`config.mk`:
```
export PLATFORM = sky130hd
export DESIGN_NAME = case6_preimage_search
export DESIGN_NICKNAME = d
export VERILOG_FILES = /design/src/rtl/case6_preimage_search.sv
export SDC_FILE = /design/constraint.sdc
export NUM_CORES = 1
export LEC_CHECK = 0
export ABC_AREA = 0
export CAP_MARGIN = 10
export CORE_MARGIN = 8
export CORE_UTILIZATION = 40
export CTS_CLUSTER_SIZE = 8
export DETAILED_ROUTE_END_ITERATION = 6
export GPL_TIMING_DRIVEN = 0
export SYNTH_ARGS = -nofsm -noshare
export SYNTH_HDL_FRONTEND = slang
export SYNTH_SLANG_ARGS = --single-unit
```
`constraint.sdc`:
```
create_clock -name clk -period 2.7 [get_ports clk]
set_input_delay 0.81 -clock clk [delete_from_list [all_inputs] [get_ports clk]]
set_output_delay 0.81 -clock clk [all_outputs]
set_load 0.01 [all_outputs]
```
`src/rtl/case6_preimage_search.sv`:
```
// case6_preimage_search
// Scans all 64 input vectors {a,b,c,d,e,f} of the case6 function in
// ascending order and hands off every vector whose output {y1,y2,y3}
// equals a latched target, one at a time, through a valid/ready handshake.
//
// Ports:
//   clk          rising-edge clock for all state
//   rst          synchronous active-high reset
//   start        one-cycle search request, honoured only in IDLE
//   target[2:0]  required {y1,y2,y3}, latched when start is accepted
//   abort        abandon the running search (no done pulse)
//   out_ready    consumer accepts the presented match
//   busy         high while scanning or holding a match
//   match_valid  high while a match is presented
//   match_vec    presented preimage {a,b,c,d,e,f}, a is MSB
//   match_count  matches handed off in the current/last search (0..64)
//   done         one-cycle pulse when a search completes normally
module case6_preimage_search (
    input  logic       clk,
    input  logic       rst,
    input  logic       start,
    input  logic [2:0] target,
    input  logic       abort,
    input  logic       out_ready,
    output logic       busy,
    output logic       match_valid,
    output logic [5:0] match_vec,
    output logic [6:0] match_count,
    output logic       done
);

    typedef enum logic [1:0] {
        ST_IDLE = 2'd0,
        ST_SCAN = 2'd1,
        ST_HOLD = 2'd2,
        ST_DONE = 2'd3
    } state_t;

    // case6: x=e^f; y3=x&~c&~d; y2=x|~(a&b); y1=y2&~y3; result {y1,y2,y3}
    function automatic logic [2:0] case6_eval(input logic [5:0] v);
        logic x;
        logic y1;
        logic y2;
        logic y3;
        x  = v[1] ^ v[0];
        y3 = x & ~v[3] & ~v[2];
        y2 = x | ~(v[5] & v[4]);
        y1 = y2 & ~y3;
        return {y1, y2, y3};
    endfunction

    state_t     state_r;
    logic [5:0] idx_r;
    logic [2:0] target_r;
    logic       busy_r;
    logic       match_valid_r;
    logic [5:0] match_vec_r;
    logic [6:0] match_count_r;
    logic       done_r;
    logic [2:0] f_s;

    // Function value of the vector currently being examined.
    always_comb begin
        f_s = case6_eval(idx_r);
    end

    // Search FSM; all outputs are registered alongside the state.
    always_ff @(posedge clk) begin
        if (rst) begin
            state_r       <= ST_IDLE;
            idx_r         <= 6'd0;
            target_r      <= 3'd0;
            busy_r        <= 1'b0;
            match_valid_r <= 1'b0;
            match_vec_r   <= 6'd0;
            match_count_r <= 7'd0;
            done_r        <= 1'b0;
        end else begin
            case (state_r)
                ST_IDLE: begin
                    done_r <= 1'b0;
                    if (start) begin
                        target_r      <= target;
                        idx_r         <= 6'd0;
                        match_count_r <= 7'd0;
                        busy_r        <= 1'b1;
                        state_r       <= ST_SCAN;
                    end else begin
                        state_r <= ST_IDLE;
                    end
                end
                ST_SCAN: begin
                    if (abort) begin
                        busy_r  <= 1'b0;
                        state_r <= ST_IDLE;
                    end else if (f_s == target_r) begin
                        // idx stays put so HOLD knows where to resume
                        match_vec_r   <= idx_r;
                        match_valid_r <= 1'b1;
                        state_r       <= ST_HOLD;
                    end else if (idx_r == 6'd63) begin
                        busy_r  <= 1'b0;
                        done_r  <= 1'b1;
                        state_r <= ST_DONE;
                    end else begin
                        idx_r <= idx_r + 6'd1;
                    end
                end
                ST_HOLD: begin
                    // abort beats out_ready: the pending match is not counted
                    if (abort) begin
                        match_valid_r <= 1'b0;
                        busy_r        <= 1'b0;
                        state_r       <= ST_IDLE;
                    end else if (out_ready) begin
                        match_valid_r <= 1'b0;
                        if (match_count_r < 7'd64) begin
                            match_count_r <= match_count_r + 7'd1;
                        end else begin
                            match_count_r <= 7'd64;
                        end
                        if (idx_r == 6'd63) begin
                            busy_r  <= 1'b0;
                            done_r  <= 1'b1;
                            state_r <= ST_DONE;
                        end else begin
                            idx_r   <= idx_r + 6'd1;
                            state_r <= ST_SCAN;
                        end
                    end else begin
                        state_r <= ST_HOLD;
                    end
                end
                ST_DONE: begin
                    done_r  <= 1'b0;
                    state_r <= ST_IDLE;
                end
                default: begin
                    busy_r        <= 1'b0;
                    match_valid_r <= 1'b0;
                    done_r        <= 1'b0;
                    state_r       <= ST_IDLE;
                end
            endcase
        end
    end

    assign busy        = busy_r;
    assign match_valid = match_valid_r;
    assign match_vec   = match_vec_r;
    assign match_count = match_count_r;
    assign done        = done_r;

endmodule

```
==> results.md <==
Synth:
- Yosys attributes the largest share of cell area to sky130_fd_sc_hd__dfxtp_1, sky130_fd_sc_hd__ha_1, sky130_fd_sc_hd__nor2_1, sky130_fd_sc_hd__mux2i_1, sky130_fd_sc_hd__nand2_1.
- The count of distinct cell types in the synthesized netlist is 46.
- The cell count after synthesis is 166.
- During synthesis, Yosys emitted a total of 0 warnings.
- The share of synthesized area in the top cell type comes to 0.375.
- In this run, synthesis produced a sequential element count of 27.
- The largest area contributor in the synthesized netlist is sky130_fd_sc_hd__dfxtp_1.
- Averaged over all synthesized cells, the footprint is ~8.7 µm².
- The synthesized design contains 0 enable-type register cells.
- For this run, the register share of the synthesized area comes to 0.375.
- The summed instance area of the synthesized netlist is ~1400 µm².
- In the synthesized netlist the async set-or-reset flop fraction comes to 0.
- The total nets after synthesis is 180.
- In the synthesized netlist the dominant register cell turns out to be sky130_fd_sc_hd__dfxtp_1.

GRT:
- Entering global routing, the biggest net connects 15 pins.
- The global route total overflow is 0.
- The first global-routing pass estimated ~6 mm of wire.
- The via count of the first global-routing pass is between 1000 and 1500.
- The initial antenna violation count is 0.
- The total global-route track usage is 0.119.

Timing:
- Setup repair after global routing left no endpoint under its margin.
- The peak clock frequency supported by timing is 412 MHz.
- The share of the clock period used by the worst path after layout is 0.899.
- Setup violations remaining at the end of the flow were counted as 0.
- The smallest setup slack after layout is about 0.27 ns.
- For the pin with the worst max-slew slack, the measured transition is 0.595 ns.
- Measured against its own limit, the worst slew margin works out to 0.602.
- The total count of max-transition violations in the final report is 0.
- The worst-case clock skew is approximately 0.015 ns.
- The number of hold violations in the final report is 0.
- Subtracting the final worst setup slack from the clock period gives between 2 and 2.5 ns.

Die:
- The die footprint is approximately 5800 µm².
- The initialized floorplan defines 22 standard-cell rows.
- The floorplan die height is ~76 µm.
- Measured along the x axis, the die boundary spans about 76 µm.
- The number of primary I/O pins is 24.
- For this configuration, the core starts out at a cell density of 0.406.
- The region available for standard cell placement spans approximately 3600 µm².

Cells and area:
- The count of antenna diodes in the layout is 0.
- The area growth from synthesis to layout is 20.6%.
- Summing all non-filler instances in the final layout gives an area of about 1700 µm².
- The net count of the finished layout is between 200 and 250.
- The filler cell count in the final layout is ~340.
- Summing all multi-input logic gate instances after layout gives about 830 µm².
- Of the cells placed in the final design, the portion with a size suffix greater than 1 is 0.0576.
- The area of all sequential standard cells is about 540 µm².
- After the flow finishes, the layout carries non-filler instances totaling roughly 240.

Pwr:
- The worst voltage drop across the vdd grid is roughly 0.24 mV.
- The total power density per cell area is about 430 nW/µm².
- The leakage dissipation is 0.625 nW.

Place:
- The wire-length estimate of the detail-placed layout is 2.58 mm.
- At the end of routability-driven placement, the weighted congestion stood at slightly below 0.8.
- Port buffering added 21 buffers.
- The number of placed instances, taps included, is between 200 and 250.
- The post-placement worst setup slack is -0.0504 ns.
- The post-detailed-placement cell area is 1710 µm².

Setup path:
- On the critical path, the stage with the largest delay is an instance of sky130_fd_sc_hd__a2111o_1.
- For the worst setup path, the data arrival time is about 2.7 ns.
- For the worst setup path, the data required time is just under 3 ns.
- STA classifies the critical path startpoint as a flip-flop.
- The capturing element type of the critical path is a flip-flop.
- The maximum fanout along the worst path is 5.
- The critical path in this run is classified as reg -> reg.
- The largest stage delay on the critical path is around 0.47 ns.
- Walking the worst path, the cells encountered are ha_1 > or3b_1 > buf_2 > xor2_1 > a41oi_1 > a2111o_1 > a21oi_1.

CTS:
- For the worst-skew pair, the clock arrives at the later sink with an insertion delay of between 0.3 and 0.4 ns.
- Clock-pin slew was measured on the worst setup and hold paths at roughly 0.15 ns.
- The clock tree from TritonCTS is done.
- The longest clock path from root to sink contains 2 buffers.
- In this run the post-CTS setup repair buffer count came out at 0.
- In this run the clock root is driven by a sky130_fd_sc_hd__clkbuf_4.
- For this design, the CTS-stage hold fixing added 0 buffers.
- After clock tree synthesis, the repair step resized 0 gates.
- In this run the number of H-tree levels came out at 1.
- TritonCTS created 3 clock buffers.
- Clock tree synthesis found a total of 27 sinks.

Drt:
- The average via count per standard cell is 5.43.
- The detailed router's first-iteration violation count is 83.
- The mean routed wirelength per cell is about 14 µm.
- The routed layout has 1297 vias.
- The final wirelength is 3.36 mm.
- The pre-antenna-repair detailed-routing pass consisted of 4 iterations.
- The count of nets left with antenna violations once routing finished came out at 0.
- The number of design rule violations left after detail routing is 0.

Run status:
- The run finished with clean final reports.

Flow run:
- The number of maximum-capacitance violations is 0.

Min path:
- The type of the most critical hold path is reg -> reg.
-- worst max-delay path, delay by kind of cell (launching register included) --
kind | cells | cell delay (ns)
AO/OA/AOI/OAI | 3 | 0.87
XOR/XNOR | 1 | 0.28
adder cells (fa/ha/maj) | 1 | 0.33
buffers and inverters | 1 | 0.16
flip-flops | 1 | 0.37
AND/OR/NAND/NOR | 1 | 0.35
-- cell usage in the layout (no fill, tap or decap), drive strengths merged, types with 4 or more instances in the layout --
cell and n:
nor2 20, a21oi 10, mux2i 7, xor2 5
inv 8, dfxtp 27, clkdlybuf4s50 21, ha 6
nand3 7, clkbuf 10, nand2 14, o21ai 4
-- cell type report --
type / instances / area share
clock buffers: 4 / 0.0151
well taps: 48 / 0.0346
multi-input cells: 123 / 0.477
repair buffers: 21 / 0.121
inverters: 8 / 0.0173
plain buffers: 8 / 0.0245
flip-flops and latches: 27 / 0.311
-- metrics by stage --
step	TNS, ns	hold WS (ns)	util	power (W)
2_1_floorplan	0	0.448	-	0.000540
3_3_place_gp	0	0.460	0.482	0.000584
3_5_place_dp	-0.273	0.466	0.482	0.000587
4_1_cts	0	0.485	0.489	0.000761
5_1_grt	0	0.512	0.489	0.000797
6_report	0	0.480	0.489	0.000754
-- flip-flops by register name (all words and copies together), names as in the netlist --
name,flops
busy,1
done,1
idx_r,6
match_count,7
match_valid,1
match_vec,6
state_r,2
target_r,3
-- cell families (layout without fill, tap and decap cells) --
| family | after synthesis | after routing | synth area share |
|---|---|---|---|
| and+or+nand+nor | 61 | 61 | 0.207 |
| AOI/OAI and AO/OA | 41 | 41 | 0.216 |
| DFF | 27 | 27 | 0.375 |
| buffers and inverters | 16 | 41 | 0.0503 |
| muxes | 8 | 8 | 0.0564 |
| xor gates and xnor gates | 7 | 7 | 0.0425 |
| adders and majority gates | 6 | 6 | 0.0521 |
-- cells in the mapped netlist (3+ instances only) --
library cell,instances
sky130_fd_sc_hd__nor2_1,20
sky130_fd_sc_hd__nand2b_1,3
sky130_fd_sc_hd__xor2_1,5
sky130_fd_sc_hd__o2111a_1,3
sky130_fd_sc_hd__nor3_1,3
sky130_fd_sc_hd__a21oi_1,10
sky130_fd_sc_hd__nand2_1,14
sky130_fd_sc_hd__o21ai_0,4
sky130_fd_sc_hd__nand3_1,7
sky130_fd_sc_hd__mux2i_1,7
sky130_fd_sc_hd__dfxtp_1,27
sky130_fd_sc_hd__clkbuf_1,5
sky130_fd_sc_hd__inv_1,8
sky130_fd_sc_hd__ha_1,6
-- power breakdown --
part           total [W]  leakage [nW]  internal [W]  switching (W)
clock           0.000175        0.0150     0.0000578       0.000117
sequential      0.000422         0.219      0.000412      0.0000109
combinational   0.000156         0.391     0.0000662      0.0000900
total           0.000754         0.625      0.000536       0.000218
-- final timing paths --
kind,from,to,slack (ns),cells after the start
max reg2reg,idx_r[0]$_SDFFE_PP0P_,state_r[1]$_SDFFE_PP0P_,0.27,7
min,target_r[0]$_SDFFE_PP0P_,target_r[0]$_SDFFE_PP0P_,0.48,2
min reg2reg,target_r[0]$_SDFFE_PP0P_,target_r[0]$_SDFFE_PP0P_,0.48,2
max,idx_r[0]$_SDFFE_PP0P_,state_r[1]$_SDFFE_PP0P_,0.27,7
-- per-layer routing --
layer,vias to the layer above,GRT usage,share of wire
li1,660,-,-
met1,600,0.154,0.48
met2,33,0.187,0.46
met3,4,0.0283,0.049
met4,0,0.0412,0.011
met5,-,0,0
No activity file was read; power rests on OpenSTA's default activity.
